`config.mk`:
```
export PLATFORM = sky130hd
export DESIGN_NAME = sap1_controller_sequencer_flat
export DESIGN_NICKNAME = d
export VERILOG_FILES = /design/src/rtl/sap1_controller_sequencer_if.sv /design/src/rtl/sap1_controller_sequencer.sv /design/src/flat_wrapper.sv
export SDC_FILE = /design/constraint.sdc
export NUM_CORES = 1
export LEC_CHECK = 0
export CORE_MARGIN = 2
export CORE_UTILIZATION = 35
export DETAILED_ROUTE_END_ITERATION = 10
export PLACE_DENSITY = 0.68
export SYNTH_ARGS = -nofsm -noshare
export SYNTH_HDL_FRONTEND = slang
export SYNTH_SLANG_ARGS = --single-unit
```
`constraint.sdc`:
```
create_clock -name CLK -period 1.67 [get_ports CLK]
set_input_delay 0.501 -clock CLK [delete_from_list [all_inputs] [get_ports CLK]]
set_output_delay 0.501 -clock CLK [all_outputs]
set_load 0.01 [all_outputs]
```
`src/rtl/sap1_controller_sequencer_if.sv`:
```
// Control bus between the SAP-1 controller-sequencer and the datapath:
// opcode in from the IR, T-state and the full control word out.
interface sap1_controller_sequencer_if #(
    parameter int OPC_W = 4
);
    logic [OPC_W-1:0] OPCODE;
    logic [5:0]       T;
    logic             Cp;
    logic             Ep;
    logic             Lm_bar;
    logic             CE_bar;
    logic             Li_bar;
    logic             Ei_bar;
    logic             La_bar;
    logic             Ea;
    logic             Su;
    logic             Eu;
    logic             Lb_bar;
    logic             Lo_bar;
    logic             HLT_bar;

    modport master (
        input  OPCODE,
        output T, Cp, Ep, Lm_bar, CE_bar, Li_bar, Ei_bar,
               La_bar, Ea, Su, Eu, Lb_bar, Lo_bar, HLT_bar
    );

    modport slave (
        output OPCODE,
        input  T, Cp, Ep, Lm_bar, CE_bar, Li_bar, Ei_bar,
               La_bar, Ea, Su, Eu, Lb_bar, Lo_bar, HLT_bar
    );
endinterface

```
`src/rtl/sap1_controller_sequencer.sv`:
```
// SAP-1 ring counter plus control decoder; everything registered on the falling edge.
// Optional macro SAP1_VARIABLE_CYCLE_EN skips the no-op T-states of short instructions.
module sap1_controller_sequencer #(
    parameter int NUM_TSTATES = 6,
    parameter int OPC_W       = 4
) (
    input  logic                          CLK,
    input  logic                          CLR,
    sap1_controller_sequencer_if.master   bus,
    output logic [2:0]                    dbg_state_o
);
    typedef enum logic [2:0] {
        S_IDLE, S_T1, S_T2, S_T3, S_T4, S_T5, S_T6, S_HALT
    } state_t;

    typedef struct packed {
        logic cp;
        logic ep;
        logic lm_bar;
        logic ce_bar;
        logic li_bar;
        logic ei_bar;
        logic la_bar;
        logic ea;
        logic su;
        logic eu;
        logic lb_bar;
        logic lo_bar;
    } ctrl_t;

    localparam ctrl_t CTRL_OFF = '{cp: 1'b0, ep: 1'b0, lm_bar: 1'b1, ce_bar: 1'b1,
                                   li_bar: 1'b1, ei_bar: 1'b1, la_bar: 1'b1, ea: 1'b0,
                                   su: 1'b0, eu: 1'b0, lb_bar: 1'b1, lo_bar: 1'b1};

    localparam logic [OPC_W-1:0] OP_LDA = OPC_W'(4'b0000);
    localparam logic [OPC_W-1:0] OP_ADD = OPC_W'(4'b0001);
    localparam logic [OPC_W-1:0] OP_SUB = OPC_W'(4'b0010);
    localparam logic [OPC_W-1:0] OP_OUT = OPC_W'(4'b1110);
    localparam logic [OPC_W-1:0] OP_HLT = OPC_W'(4'b1111);

    state_t                 state_q, state_d;
    ctrl_t                  ctrl_q, ctrl_d;
    logic [NUM_TSTATES-1:0] t_q, t_d;
    logic                   hlt_bar_q, hlt_bar_d;
    logic                   is_mem_op;
    logic                   is_arith_op;

    assign is_arith_op = (bus.OPCODE == OP_ADD) || (bus.OPCODE == OP_SUB);
    assign is_mem_op   = (bus.OPCODE == OP_LDA) || is_arith_op;

    always_comb begin
        state_d   = state_q;
        ctrl_d    = CTRL_OFF;
        t_d       = '0;
        hlt_bar_d = 1'b1;

        case (state_q)
            S_IDLE:  state_d = S_T1;
            S_T1:    state_d = S_T2;
            S_T2:    state_d = S_T3;
            S_T3:    state_d = (bus.OPCODE == OP_HLT) ? S_HALT : S_T4;
`ifdef SAP1_VARIABLE_CYCLE_EN
            S_T4:    state_d = is_mem_op ? S_T5 : S_T1;
            S_T5:    state_d = is_arith_op ? S_T6 : S_T1;
`else
            S_T4:    state_d = S_T5;
            S_T5:    state_d = S_T6;
`endif
            S_T6:    state_d = S_T1;
            S_HALT:  state_d = S_HALT;
            default: state_d = S_IDLE;
        endcase

        // Control word is decoded from the state being entered, so it lands with T.
        case (state_d)
            S_T1: begin
                t_d[0]        = 1'b1;
                ctrl_d.ep     = 1'b1;
                ctrl_d.lm_bar = 1'b0;
            end
            S_T2: begin
                t_d[1]    = 1'b1;
                ctrl_d.cp = 1'b1;
            end
            S_T3: begin
                t_d[2]        = 1'b1;
                ctrl_d.ce_bar = 1'b0;
                ctrl_d.li_bar = 1'b0;
            end
            S_T4: begin
                t_d[3] = 1'b1;
                if (is_mem_op) begin
                    ctrl_d.ei_bar = 1'b0;
                    ctrl_d.lm_bar = 1'b0;
                end else if (bus.OPCODE == OP_OUT) begin
                    ctrl_d.ea     = 1'b1;
                    ctrl_d.lo_bar = 1'b0;
                end
            end
            S_T5: begin
                t_d[4] = 1'b1;
                if (bus.OPCODE == OP_LDA) begin
                    ctrl_d.ce_bar = 1'b0;
                    ctrl_d.la_bar = 1'b0;
                end else if (is_arith_op) begin
                    ctrl_d.ce_bar = 1'b0;
                    ctrl_d.lb_bar = 1'b0;
                end
            end
            S_T6: begin
                t_d[5] = 1'b1;
                if (is_arith_op) begin
                    ctrl_d.su     = (bus.OPCODE == OP_SUB);
                    ctrl_d.eu     = 1'b1;
                    ctrl_d.la_bar = 1'b0;
                end
            end
            S_HALT: begin
                t_d[3]    = 1'b1;
                hlt_bar_d = 1'b0;
            end
            default: ;
        endcase
    end

    always_ff @(negedge CLK or posedge CLR) begin
        if (CLR) begin
            state_q   <= S_IDLE;
            ctrl_q    <= CTRL_OFF;
            t_q       <= '0;
            hlt_bar_q <= 1'b1;
        end else begin
            state_q   <= state_d;
            ctrl_q    <= ctrl_d;
            t_q       <= t_d;
            hlt_bar_q <= hlt_bar_d;
        end
    end

    assign bus.T       = t_q;
    assign bus.Cp      = ctrl_q.cp;
    assign bus.Ep      = ctrl_q.ep;
    assign bus.Lm_bar  = ctrl_q.lm_bar;
    assign bus.CE_bar  = ctrl_q.ce_bar;
    assign bus.Li_bar  = ctrl_q.li_bar;
    assign bus.Ei_bar  = ctrl_q.ei_bar;
    assign bus.La_bar  = ctrl_q.la_bar;
    assign bus.Ea      = ctrl_q.ea;
    assign bus.Su      = ctrl_q.su;
    assign bus.Eu      = ctrl_q.eu;
    assign bus.Lb_bar  = ctrl_q.lb_bar;
    assign bus.Lo_bar  = ctrl_q.lo_bar;
    assign bus.HLT_bar = hlt_bar_q;
    assign dbg_state_o = state_q;
endmodule

```
`src/flat_wrapper.sv`:
```
// flat-port wrapper written by rule: the top's interface ports become plain ports
module sap1_controller_sequencer_flat 
#(
    parameter int NUM_TSTATES = 6,
    parameter int OPC_W       = 4
)
  (CLK, CLR, dbg_state_o, bus_OPCODE, bus_T, bus_Cp, bus_Ep, bus_Lm_bar, bus_CE_bar, bus_Li_bar, bus_Ei_bar, bus_La_bar, bus_Ea, bus_Su, bus_Eu, bus_Lb_bar, bus_Lo_bar, bus_HLT_bar);
  sap1_controller_sequencer_if #(.OPC_W(OPC_W)) bus_i ();
  input  logic CLK;
  input  logic CLR;
  output logic [2:0] dbg_state_o;
  input wire logic [$bits(bus_i.OPCODE)-1:0] bus_OPCODE;
  output wire logic [$bits(bus_i.T)-1:0] bus_T;
  output wire logic [$bits(bus_i.Cp)-1:0] bus_Cp;
  output wire logic [$bits(bus_i.Ep)-1:0] bus_Ep;
  output wire logic [$bits(bus_i.Lm_bar)-1:0] bus_Lm_bar;
  output wire logic [$bits(bus_i.CE_bar)-1:0] bus_CE_bar;
  output wire logic [$bits(bus_i.Li_bar)-1:0] bus_Li_bar;
  output wire logic [$bits(bus_i.Ei_bar)-1:0] bus_Ei_bar;
  output wire logic [$bits(bus_i.La_bar)-1:0] bus_La_bar;
  output wire logic [$bits(bus_i.Ea)-1:0] bus_Ea;
  output wire logic [$bits(bus_i.Su)-1:0] bus_Su;
  output wire logic [$bits(bus_i.Eu)-1:0] bus_Eu;
  output wire logic [$bits(bus_i.Lb_bar)-1:0] bus_Lb_bar;
  output wire logic [$bits(bus_i.Lo_bar)-1:0] bus_Lo_bar;
  output wire logic [$bits(bus_i.HLT_bar)-1:0] bus_HLT_bar;
  assign bus_i.OPCODE = bus_OPCODE;
  assign bus_T = bus_i.T;
  assign bus_Cp = bus_i.Cp;
  assign bus_Ep = bus_i.Ep;
  assign bus_Lm_bar = bus_i.Lm_bar;
  assign bus_CE_bar = bus_i.CE_bar;
  assign bus_Li_bar = bus_i.Li_bar;
  assign bus_Ei_bar = bus_i.Ei_bar;
  assign bus_La_bar = bus_i.La_bar;
  assign bus_Ea = bus_i.Ea;
  assign bus_Su = bus_i.Su;
  assign bus_Eu = bus_i.Eu;
  assign bus_Lb_bar = bus_i.Lb_bar;
  assign bus_Lo_bar = bus_i.Lo_bar;
  assign bus_HLT_bar = bus_i.HLT_bar;
  sap1_controller_sequencer #(.NUM_TSTATES(NUM_TSTATES), .OPC_W(OPC_W)) u_core (.CLK(CLK), .CLR(CLR), .bus(bus_i), .dbg_state_o(dbg_state_o));
endmodule
```
# After elaboration in Yosys (flattened, before gate mapping)
# Index checks and enable logic that the tools add are counted.
[word_totals] mem_count=0 input_bits=6 romBits=0 latch_bits=0 register_bits=22 out_inout_bits=22 mem_bits_rw=0 wordCells=67
[classes] div_mod_pow=0 n_bitwise=0 add_sub_neg=0 n_mux=28 n_reduce_logical=6 shifts=0 n_eq_ne=18 magnitude_cmp=0 multipliers=0
[ops] operator="3-bit == test (second input constant)" n=8
[ops] operator="1-bit two-way mux" n=21
[ops] operator="3-bit case mux with 7 select lines" n=1
[ops] operator="3-bit by 2-bit == test with 1-bit output (second input constant)" n=4
[ops] operator="4-bit == test (second input constant)" n=2
[ops] operator="3-bit by 1-bit == test with 1-bit output (second input constant)" n=2
[ops] operator="2-bit two-way mux" n=3
[ops] operator="1-bit case mux with 2 select lines" n=3
[ops] operator="4-bit by 1-bit == test with 1-bit output (second input constant)" n=1
[ops] operator="4-bit by 2-bit == test with 1-bit output (second input constant)" n=1
[ops] operator="4-bit logical NOT" n=1
[ops] operator="2-bit OR reduction" n=2
[ops] operator="3-bit logical NOT" n=1
[ops] operator="1-bit logical OR" n=2

# Depth between registers and ports, before layout
# Gate-level depths: netlist (run 1).
[depth] ltp_word=6 mapped_depth=3 ltp_nobuf=3

==> reports/qor.yml, run 1 <==
outcome:
  status: "complete, but fails checks"
  violations: "setup timing"
power_and_ir_drop:
  p_leak_nw: 0.6184
  power.total_mw: 1.800
  ir_worst_vdd_uv: 998.7
  powerDensity_mw_per_mm2: 1477
worst_setup_path:
  cp.depth: 1
  worstPathCellList: "buf_6"
  cp-end-kind: "primary output"
  crit_buf_inv: 1
  critPathCapture: "bus_Lm_bar"
  crit_path_max_incr_delay_ns: 0.52
  required_ns: 1.17
  cp.arrival_ns: 1.79
  cp_top_family: "flip-flops"
  regToRegEndpoint: "u_core.bus.Lb_bar$_DFF_NP1_"
  rrSetupSlack_ns: 0.42
  r2r_cells: 3
  path_class: "flop to primary output"
  worst-path-max-fanout: 1
  critPathSlowestCell: "dfstp_2"
  startpoint: "u_core.bus.Lm_bar$_DFF_NP1_"
  timing.rr.start: "u_core.dbg_state_o[2]$_DFF_NP0_"
  startpoint_type: "flop"
placement:
  dpl_cell_area_mm2: 0.001154
  pre_cts_ws_ns: -0.9812
  dp.cells: 124
  gp_congestion: 0.8088
  dp_hpwl_mm: 1.194
  io_buffers: 27
logic_synthesis:
  ys_types: 24
  seq_area_frac_synth_pct: 67.11
  netlist_instances: 63
  ys_ff_latch: 20
  synth_area_um2: 760.7
  syn_nets: 69
  synth.avg_cell_area_um2: 12.08
  synth_warnings: 0
sta:
  timing.hold.ws_ns: 0.4983
  slew_viol_final: 0
  rsz0062_at_grt: "yes"
  fin_skew_ns: 0.06543
  setup-violations-final: 31
  worstMarginPinSlew_ns: 0.3301
  hold_viol: 0
  tns_ns: -12.30
  setup_slack_ns: -0.6234
  slew_headroom_pct: 77.95
die:
  io_pins: 28
  die_w_um: 50.62
  initial_utilization_pct: 38.00
  fp.dieH_um: 50.62
  dieArea_mm2: 0.002562
  design.core.area_mm2: 0.002002
  rows: 16
worst_hold_path:
  hp-class: "flop to flop"
  whs_path_depth: 2
  worstHoldStart: "u_core.dbg_state_o[0]$_DFF_NP0_"
global_route:
  grt_pass1_vias: 677
  grt_max_degree: 15
  grt_pass1_wl_mm: 3.042
  antenna_found_initial: 0
  grt.total_usage_pct: 15.91
  grt-ovfl-total: 0
clock_tree:
  clock_latency_ns: 0.35
  clk_path_buf_depth: 2
  cts_buffers: 3
  cts_tree: "built"
  cts.sinks: 20
  cts_root_buffer: "clkbuf_4"
  cts.clk_slew.worst_paths_ns: 0.07
  cts.htree.levels: 1
run:
  cap_violations: 0
cells_and_area:
  layout.nets: 118
  final_cells: 138
  area_growth_syn_to_layout_pct: 60.20
  largest_reg_flops: 6
  finish.utilization_pct: 60.88
  drive_gt1_share_pct: 54.95
  n_antenna_cell: 0
  stdcell_area_mm2: 0.001219
routing:
  drc: 0
  dr_total_vias: 638
  vias_per_cell: 4.623
  wl_mm: 1.759
  drt_first_pass_iters: 4
  drt_iter0_markers: 6
  avgRoutedWirePerCell_um: 12.75
  detail-route-antenna-nets: 0
==> report_power, final <==
| group | switching, mW | total (mW) | internal [mW] | leakage, nW |
|---|---|---|---|---|
| Clock | 0.176 | 0.294 | 0.117 | 0.0576 |
| Sequential | 0.0530 | 0.721 | 0.668 | 0.240 |
| Combinational | 0.419 | 0.785 | 0.367 | 0.321 |
==> synthesized netlist by cell type (all sizes together) <==
cell type	count	area, um2
dfrtn	12	300.3
dfstp	8	210.2
nor2	7	26.28
nand2	6	22.52
inv	4	15.01
nor2b	3	18.77
a21oi	2	10.01
and4	2	17.52
buf	2	15.01
nor3	2	10.01
o21ai	2	10.01
a31oi	1	6.260
and2	1	6.260
and2b	1	7.510
and3	1	6.260
clkbuf	1	3.750
nand3	1	5.000
nand4	1	6.260
nor3b	1	7.510
nor4b	1	23.77
o211ai	1	7.510
or2b	1	7.510
or3b	1	8.760
xnor2	1	8.760
==> cells by family (layout without fill, tap and decap cells) <==
kind of cell	after synthesis	after routing	share of synthesized area [%]
AOI/OAI and AO/OA	6	6	4.442
xor gates and xnor gates	1	1	1.152
buffers and inverters	7	55	4.439
DFF	20	20	67.11
and+or+nand+nor	29	29	22.86
==> area by class of cell <==
| type | instances | area [um2] |
|---|---|---|
| clock inverters | 8 | 30.03 |
| inverters | 3 | 11.26 |
| repair buffers | 40 | 351.6 |
| clock buffers | 4 | 26.28 |
| well taps | 27 | 33.78 |
| flip-flops and latches | 20 | 510.5 |
| fillers | 158 | 783.3 |
| multi-input cells | 36 | 255.2 |
==> metal layers <==
metal	GRT usage [%]	routed length, um
met2	30.48	957
met5	0	0
met1	17.24	706
met3	2.976	76
met4	5.405	19
==> placed cells by master (no fill, tap or decap), types with 2 or more instances in the layout <==
cell type and instances:
o21ai_2 2, buf_12 2, buf_8 2, nor2_2 2, dfstp_2 8, nand2_1 5
nor2_1 5, inv_1 11, buf_2 16, buf_4 6, clkbuf_4 3, dfrtn_1 12
nor2b_1 2, buf_6 13
==> worst min-delay path by stage <==
stage / end / slack (ns)
after floorplan: u_core.bus.T[2]$_DFF_NP0_ / 0.52
after global placement: u_core.dbg_state_o[0]$_DFF_NP0_ / 0.50
final: u_core.dbg_state_o[0]$_DFF_NP0_ / 0.50
after global routing: u_core.dbg_state_o[0]$_DFF_NP0_ / 0.54
after CTS: u_core.dbg_state_o[0]$_DFF_NP0_ / 0.50
after detailed placement: u_core.dbg_state_o[0]$_DFF_NP0_ / 0.50
==> timing repair <==
action / CTS / global route
pin swaps: 7 / 4
hold buffers: 0 / 0
resized for setup: 130 / 2
setup endpoints to repair: 34 / 32
buffers inserted: 3 / 0
Power figures use the tool's default switching activity.
==> run 2: changes to the inputs <==
--- a/config.mk
+++ b/config.mk
@@ -5,7 +5,6 @@
 export SDC_FILE = /design/constraint.sdc
 export NUM_CORES = 1
 export LEC_CHECK = 0
-export CORE_MARGIN = 2
 export CORE_UTILIZATION = 35
 export DETAILED_ROUTE_END_ITERATION = 10
 export PLACE_DENSITY = 0.68
==> run 2 against run 1 <==
The flow still finishes with violations (setup timing); first-iteration DRC count down 17%; sequential power increased by 0.8%; register-to-register slack gained 0.04 ns; global-route usage grew 1.0 points; setup slack got worse by 0.038 ns; clock skew up 0.0065 ns; final area is 1.1% lower; combinational power is essentially flat; largest power group unchanged.
==> reports/qor.yml, run 2 (same netlist as run 1, synthesis figures left out) <==
outcome:
  status: "complete, but fails checks"
  violations: "setup timing"
routing:
  avgRoutedWirePerCell_um: 13.03  # +2.2%
  drt_first_pass_iters: 4  # unchanged
  drt-met1-wl_um: 764  # +8.2%
  wl_mm: 1.798  # +2.2%
  routed.top_layer: "met4"
  wl_met3_um: 66  # -13%
  dr_wl_met2_um: 902  # -5.7%
  drc: 0  # unchanged
  dr_total_vias: 638  # unchanged
  drt_iter0_markers: 5  # -1
  vias_per_cell: 4.623  # unchanged
  detail-route-antenna-nets: 0  # unchanged
clock_tree:
  hold_buffers: 0  # unchanged
  cts.sinks: 20  # unchanged
  cts_buffers: 3  # unchanged
  clock_latency_ns: 0.37  # +0.02 ns
  cts.htree.levels: 1  # unchanged
  cts.clk_slew.worst_paths_ns: 0.08  # about the same
  cts_tree: "built"
  cts_root_buffer: "clkbuf_4"
  clk_path_buf_depth: 2  # unchanged
power_and_ir_drop:
  p_int_mw: 1.143  # -0.73%
  powerDensity_mw_per_mm2: 1518  # +2.8%
  seqPwrFrac_pct: 39.7  # -0.3 points
  clkPwrFrac_pct: 17.3  # +1.0 points
  comb_power_share_pct: 43.0  # -0.6 points
  power_switching_mw: 0.6853  # +5.8%
  ir_worst_vdd_uv: 753.9  # -25%
  p_sw_share_pct: 37.47  # +1.5 points
  power.total_mw: 1.829  # +1.6%
  p_leak_nw: 0.6191  # +0.11%
cells_and_area:
  final_cells: 138  # unchanged
  largest_reg_flops: 6  # unchanged
  stdcell_area_mm2: 0.001205  # -1.1%
  mostFrequentLayoutCells: "16 x buf_2, 12 x dfrtn_1, 11 x inv_1, 11 x buf_6, 9 x buf_4"
  n_antenna_cell: 0  # unchanged
  drive_gt1_share_pct: 54.95  # unchanged
  final_common_cell: "buf_2"
  area_growth_syn_to_layout_pct: 58.39
  layout.nets: 118  # unchanged
  finish.utilization_pct: 60.19  # -0.69 points
die:
  io_pins: 28  # unchanged
  die_w_um: 48.62  # -4.0%
  rows: 16  # unchanged
  design.core.area_mm2: 0.002002  # unchanged
  initial_utilization_pct: 38.00  # unchanged
  dieArea_mm2: 0.002364  # -7.7%
  fp.dieH_um: 48.62  # -4.0%
worst_setup_path:
  required_ns: 1.17  # about the same
  cp-end-kind: "primary output"
  cp.arrival_ns: 1.83  # +0.04 ns
  cp_top_family: "flip-flops"
  crit_path_max_incr_delay_ns: 0.53  # about the same
  worstPathCellList: "buf_6"
  crit_buf_inv: 1  # unchanged
  worst-path-max-fanout: 1  # unchanged
  path_class: "flop to primary output"
  critPathSlowestCell: "dfstp_2"
  startpoint_type: "flop"
placement:
  io_buffers: 27  # unchanged
  dp_hpwl_mm: 1.208  # +1.2%
  dpl_cell_area_mm2: 0.001169  # +1.3%
  gp_congestion: 0.8169  # +1.0%
  dp.cells: 126  # +1.6%
  pre_cts_ws_ns: -0.8958  # +0.08546 ns
sta:
  slew_headroom_pct: 78.81  # +0.86 points
  fin_skew_ns: 0.07190  # +0.006473 ns
  timing.hold.ws_ns: 0.5065  # +0.008128 ns
  setup_slack_ns: -0.6611  # -0.03771 ns
  hold_viol: 0  # unchanged
  tns_ns: -12.53  # -0.2309 ns
  rsz0062_at_grt: "yes"
  slew_viol_final: 0  # unchanged
  setup-violations-final: 29  # -6.5%
  worstMarginPinSlew_ns: 0.3155  # -0.01463 ns
run:
  cap_violations: 0  # unchanged
global_route:
  grt-ovfl-total: 0  # unchanged
  grt.total_usage_pct: 16.90  # +1.0 points
  grt_max_degree: 15  # unchanged
  antenna_found_initial: 0  # unchanged
  grt_pass1_wl_mm: 2.973  # -2.3%
  grt_pass1_vias: 650  # -4.0%
worst_hold_path:
  hp-class: "flop to flop"
## run 2: area by class of cell
type / count / area [um2]
clock buffer: 3 / 22.52
sequential: 20 / 510.5
multi-input combinational: 36 / 255.2
tap: 27 / 33.78
inverter: 3 / 11.26
fill: 170 / 797.0
clock inverter: 9 / 35.03
timing repair buffer: 40 / 336.6
## run 2: power by group through the flow
stage | logic [mW] | registers [mW] | clock network (mW)
floorplan | 0.277 | 0.845 | 0.0332
global placement | 0.825 | 0.723 | 0.0332
detailed placement | 0.839 | 0.726 | 0.0332
CTS | 0.755 | 0.726 | 0.315
global route | 0.860 | 0.742 | 0.349
finish | 0.786 | 0.727 | 0.316
## run 2: path summary, 6_finish.rpt
| check | slack, ns | cells past startpoint | end | start |
|---|---|---|---|---|
| setup / recovery | -0.66 | 1 | bus_La_bar | u_core.bus.La_bar$_DFF_NP1_ |
| hold / removal | 0.51 | 2 | u_core.dbg_state_o[0]$_DFF_NP0_ | u_core.dbg_state_o[0]$_DFF_NP0_ |
| setup reg to reg | 0.46 | 3 | u_core.bus.Lb_bar$_DFF_NP1_ | u_core.dbg_state_o[1]$_DFF_NP0_ |
| hold reg to reg | 0.51 | 2 | u_core.dbg_state_o[0]$_DFF_NP0_ | u_core.dbg_state_o[0]$_DFF_NP0_ |
| max in group asynchronous | 0.18 | 3 | u_core.bus.HLT_bar$_DFF_NP1_ | CLR |
| min in group asynchronous | 1.22 | 3 | u_core.bus.Ea$_DFF_NP0_ | CLR |
## run 2: layer usage
| layer | global-route usage (%) | vias to the layer above |
|---|---|---|
| met5 | 0 | - |
| met4 | 11.27 | 0 |
| met3 | 2.201 | 7 |
| met2 | 27.31 | 23 |
| met1 | 21.06 | 307 |
| li1 | - | 301 |
## run 2: repair_timing
action | CTS | global route
buffers inserted | 1 | 0
hold endpoints to repair | 0 | 0
endpoints found under the setup margin | 34 | 31
pin swaps | 3 | 4
gates resized for setup | 120 | 7
==> run 3: changes to the inputs <==
--- a/config.mk
+++ b/config.mk
@@ -11,3 +11,4 @@
 export SYNTH_ARGS = -nofsm -noshare
 export SYNTH_HDL_FRONTEND = slang
 export SYNTH_SLANG_ARGS = --single-unit
+export TNS_END_PERCENT = 10
==> run 3 against run 2 <==
The run still ends with setup timing left; global-route usage shrank 0.47 points; non-clock buffer count shrank 2; setup slack gained 0.018 ns; sequential power is essentially flat; hold slack lost 0.0059 ns; register-to-register slack is essentially flat; wire length shrank 9.1%; cell count shrank 1.4%; critical endpoint is now bus_Lb_bar; largest power group unchanged; highest routed layer unchanged.
==> reports/qor.yml, run 3 (same netlist as run 1, synthesis figures left out) <==
outcome:
  status: "complete, but fails checks"
  violations: "setup timing"
global_route:
  grt_pass1_wl_mm: 2.794  # -6.0%
  grt_max_degree: 15  # unchanged
  grt-ovfl-total: 0  # unchanged
  grt_pass1_vias: 598  # -8.0%
  grt.total_usage_pct: 16.43  # -0.47 points
  antenna_found_initial: 0  # unchanged
clock_tree:
  cts_root_buffer: "clkbuf_4"
  cts_buffers: 3  # unchanged
  cts_tree: "built"
  cts.htree.levels: 1  # unchanged
  cts.sinks: 20  # unchanged
  hold_buffers: 0  # unchanged
  clock_latency_ns: 0.36  # about the same
  clk_path_buf_depth: 2  # unchanged
  cts.clk_slew.worst_paths_ns: 0.07  # about the same
sta:
  setup_slack_ns: -0.6433  # +0.01776 ns
  timing.hold.ws_ns: 0.5005  # -0.005940 ns
  worstMarginPinSlew_ns: 0.2862  # -0.02929 ns
  fin_skew_ns: 0.07324  # +0.001334 ns
  setup-violations-final: 30  # +3.4%
  hold_viol: 0  # unchanged
  tns_ns: -12.18  # +0.3555 ns
  rsz0062_at_grt: "yes"
  slew_viol_final: 0  # unchanged
  slew_headroom_pct: 80.77  # +2.0 points
power_and_ir_drop:
  powerDensity_mw_per_mm2: 1531  # +0.85%
  ir_worst_vdd_uv: 771.9  # +2.4%
  p_leak_nw: 0.6028  # -2.6%
cells_and_area:
  mostFrequentLayoutCells: "15 x buf_2, 12 x dfrtn_1, 11 x inv_1"
  drive_gt1_share_pct: 48.62  # -6.3 points
  final_cells: 136  # -1.4%
  multi_input_area_um2: 235.2  # -7.8%
  final_common_cell: "buf_2"
  n_antenna_cell: 0  # unchanged
  nFillCells: 174  # +2.4%
  area_growth_syn_to_layout_pct: 53.45
  stdcell_area_mm2: 0.001167  # -3.1%
  finish.utilization_pct: 58.31  # -1.9 points
  largest_reg_flops: 6  # unchanged
  layout.nets: 116  # -1.7%
  seqCellArea_um2: 510.5  # unchanged
placement:
  dpl_cell_area_mm2: 0.001154  # -1.3%
  dp_hpwl_mm: 1.196  # -0.96%
  dp.cells: 125  # -0.79%
  io_buffers: 27  # unchanged
  gp_congestion: 0.8287  # +1.4%
die:
  initial_utilization_pct: 38.00  # unchanged
  design.core.area_mm2: 0.002002  # unchanged
  rows: 16  # unchanged
  die_w_um: 48.62  # unchanged
  fp.dieH_um: 48.62  # unchanged
  dieArea_mm2: 0.002364  # unchanged
  io_pins: 28  # unchanged
worst_setup_path:
  regToRegEndpoint: "u_core.bus.Lb_bar$_DFF_NP1_"
  r2r_cells: 3  # unchanged
  worst-path-max-fanout: 1  # unchanged
  timing.rr.start: "u_core.dbg_state_o[2]$_DFF_NP0_"
  critPathSlowestCell: "dfstp_2"
  cp.arrival_ns: 1.81  # -0.02 ns
  required_ns: 1.17  # about the same
  rrSetupSlack_ns: 0.47  # about the same
  cp_top_family: "flip-flops"
  crit_path_max_incr_delay_ns: 0.52  # about the same
  startpoint_type: "flop"
  crit_buf_inv: 1  # unchanged
  worstPathCellList: "buf_6"
  path_class: "flop to primary output"
  cp-end-kind: "primary output"
  cp.depth: 1  # unchanged
routing:
  drt_iter0_markers: 9  # +4
  vias_per_cell: 4.478  # -3.1%
  drc: 0  # unchanged
  detail-route-antenna-nets: 0  # unchanged
  drt_first_pass_iters: 4  # unchanged
  wl_mm: 1.635  # -9.1%
  avgRoutedWirePerCell_um: 12.02  # -7.7%
  dr_total_vias: 609  # -4.5%
worst_hold_path:
  whs_path_depth: 2  # unchanged
  holdPathEnd: "u_core.dbg_state_o[0]$_DFF_NP0_"
  hp-class: "flop to flop"
  worstHoldStart: "u_core.dbg_state_o[0]$_DFF_NP0_"
run:
  cap_violations: 0  # unchanged
## run 3: what timing repair did
item / CTS / global route
setup buffers: 0 / 0
pin swaps: 2 / 1
hold endpoints to repair: 0 / 0
gates resized for setup: 115 / 8
setup endpoints to repair: 34 / 29
## run 3: stage by stage
step	total power, mW	setup WS, ns
4_1_cts	1.783	-0.6480
5_1_grt	1.927	-0.6873
2_1_floorplan	1.149	-0.4117
3_3_place_gp	1.567	-0.8801
6_report	1.787	-0.6433
3_5_place_dp	1.580	-0.9083
## run 3: where the power goes
| group | internal [mW] | leakage [nW] | switching (mW) |
|---|---|---|---|
| Combinational | 0.358 | 0.306 | 0.395 |
| Clock | 0.118 | 0.0576 | 0.191 |
| Sequential | 0.668 | 0.240 | 0.0571 |
## run 3: layout make-up
cell class | instances | area share [%]
sequential | 20 | 43.73
timing repair buffer | 38 | 27.44
multi-input combinational | 36 | 20.15
tap | 27 | 2.894
clock inverter | 8 | 2.572
clock buffer | 4 | 2.251
inverter | 3 | 0.9646
## run 3: per-layer routing
metal,global-route usage [%],up-vias,share of wire [%]
li1,-,297,-
met3,2.201,2,4.7
met2,27.78,28,52
met1,19.67,282,42
met4,10.29,0,1.2
met5,0,-,0
## run 3: worst max path at each step
stage | start | end | slack [ns]
after global placement | bus_OPCODE[2] | u_core.bus.Lb_bar$_DFF_NP1_ | -0.88
after floorplan | bus_OPCODE[2] | u_core.bus.Lb_bar$_DFF_NP1_ | -0.41
after detailed placement | bus_OPCODE[2] | u_core.bus.Lb_bar$_DFF_NP1_ | -0.91
after global routing | u_core.bus.Li_bar$_DFF_NP1_ | bus_Li_bar | -0.69
final | u_core.bus.Lb_bar$_DFF_NP1_ | bus_Lb_bar | -0.64
after CTS | u_core.bus.Lm_bar$_DFF_NP1_ | bus_Lm_bar | -0.65
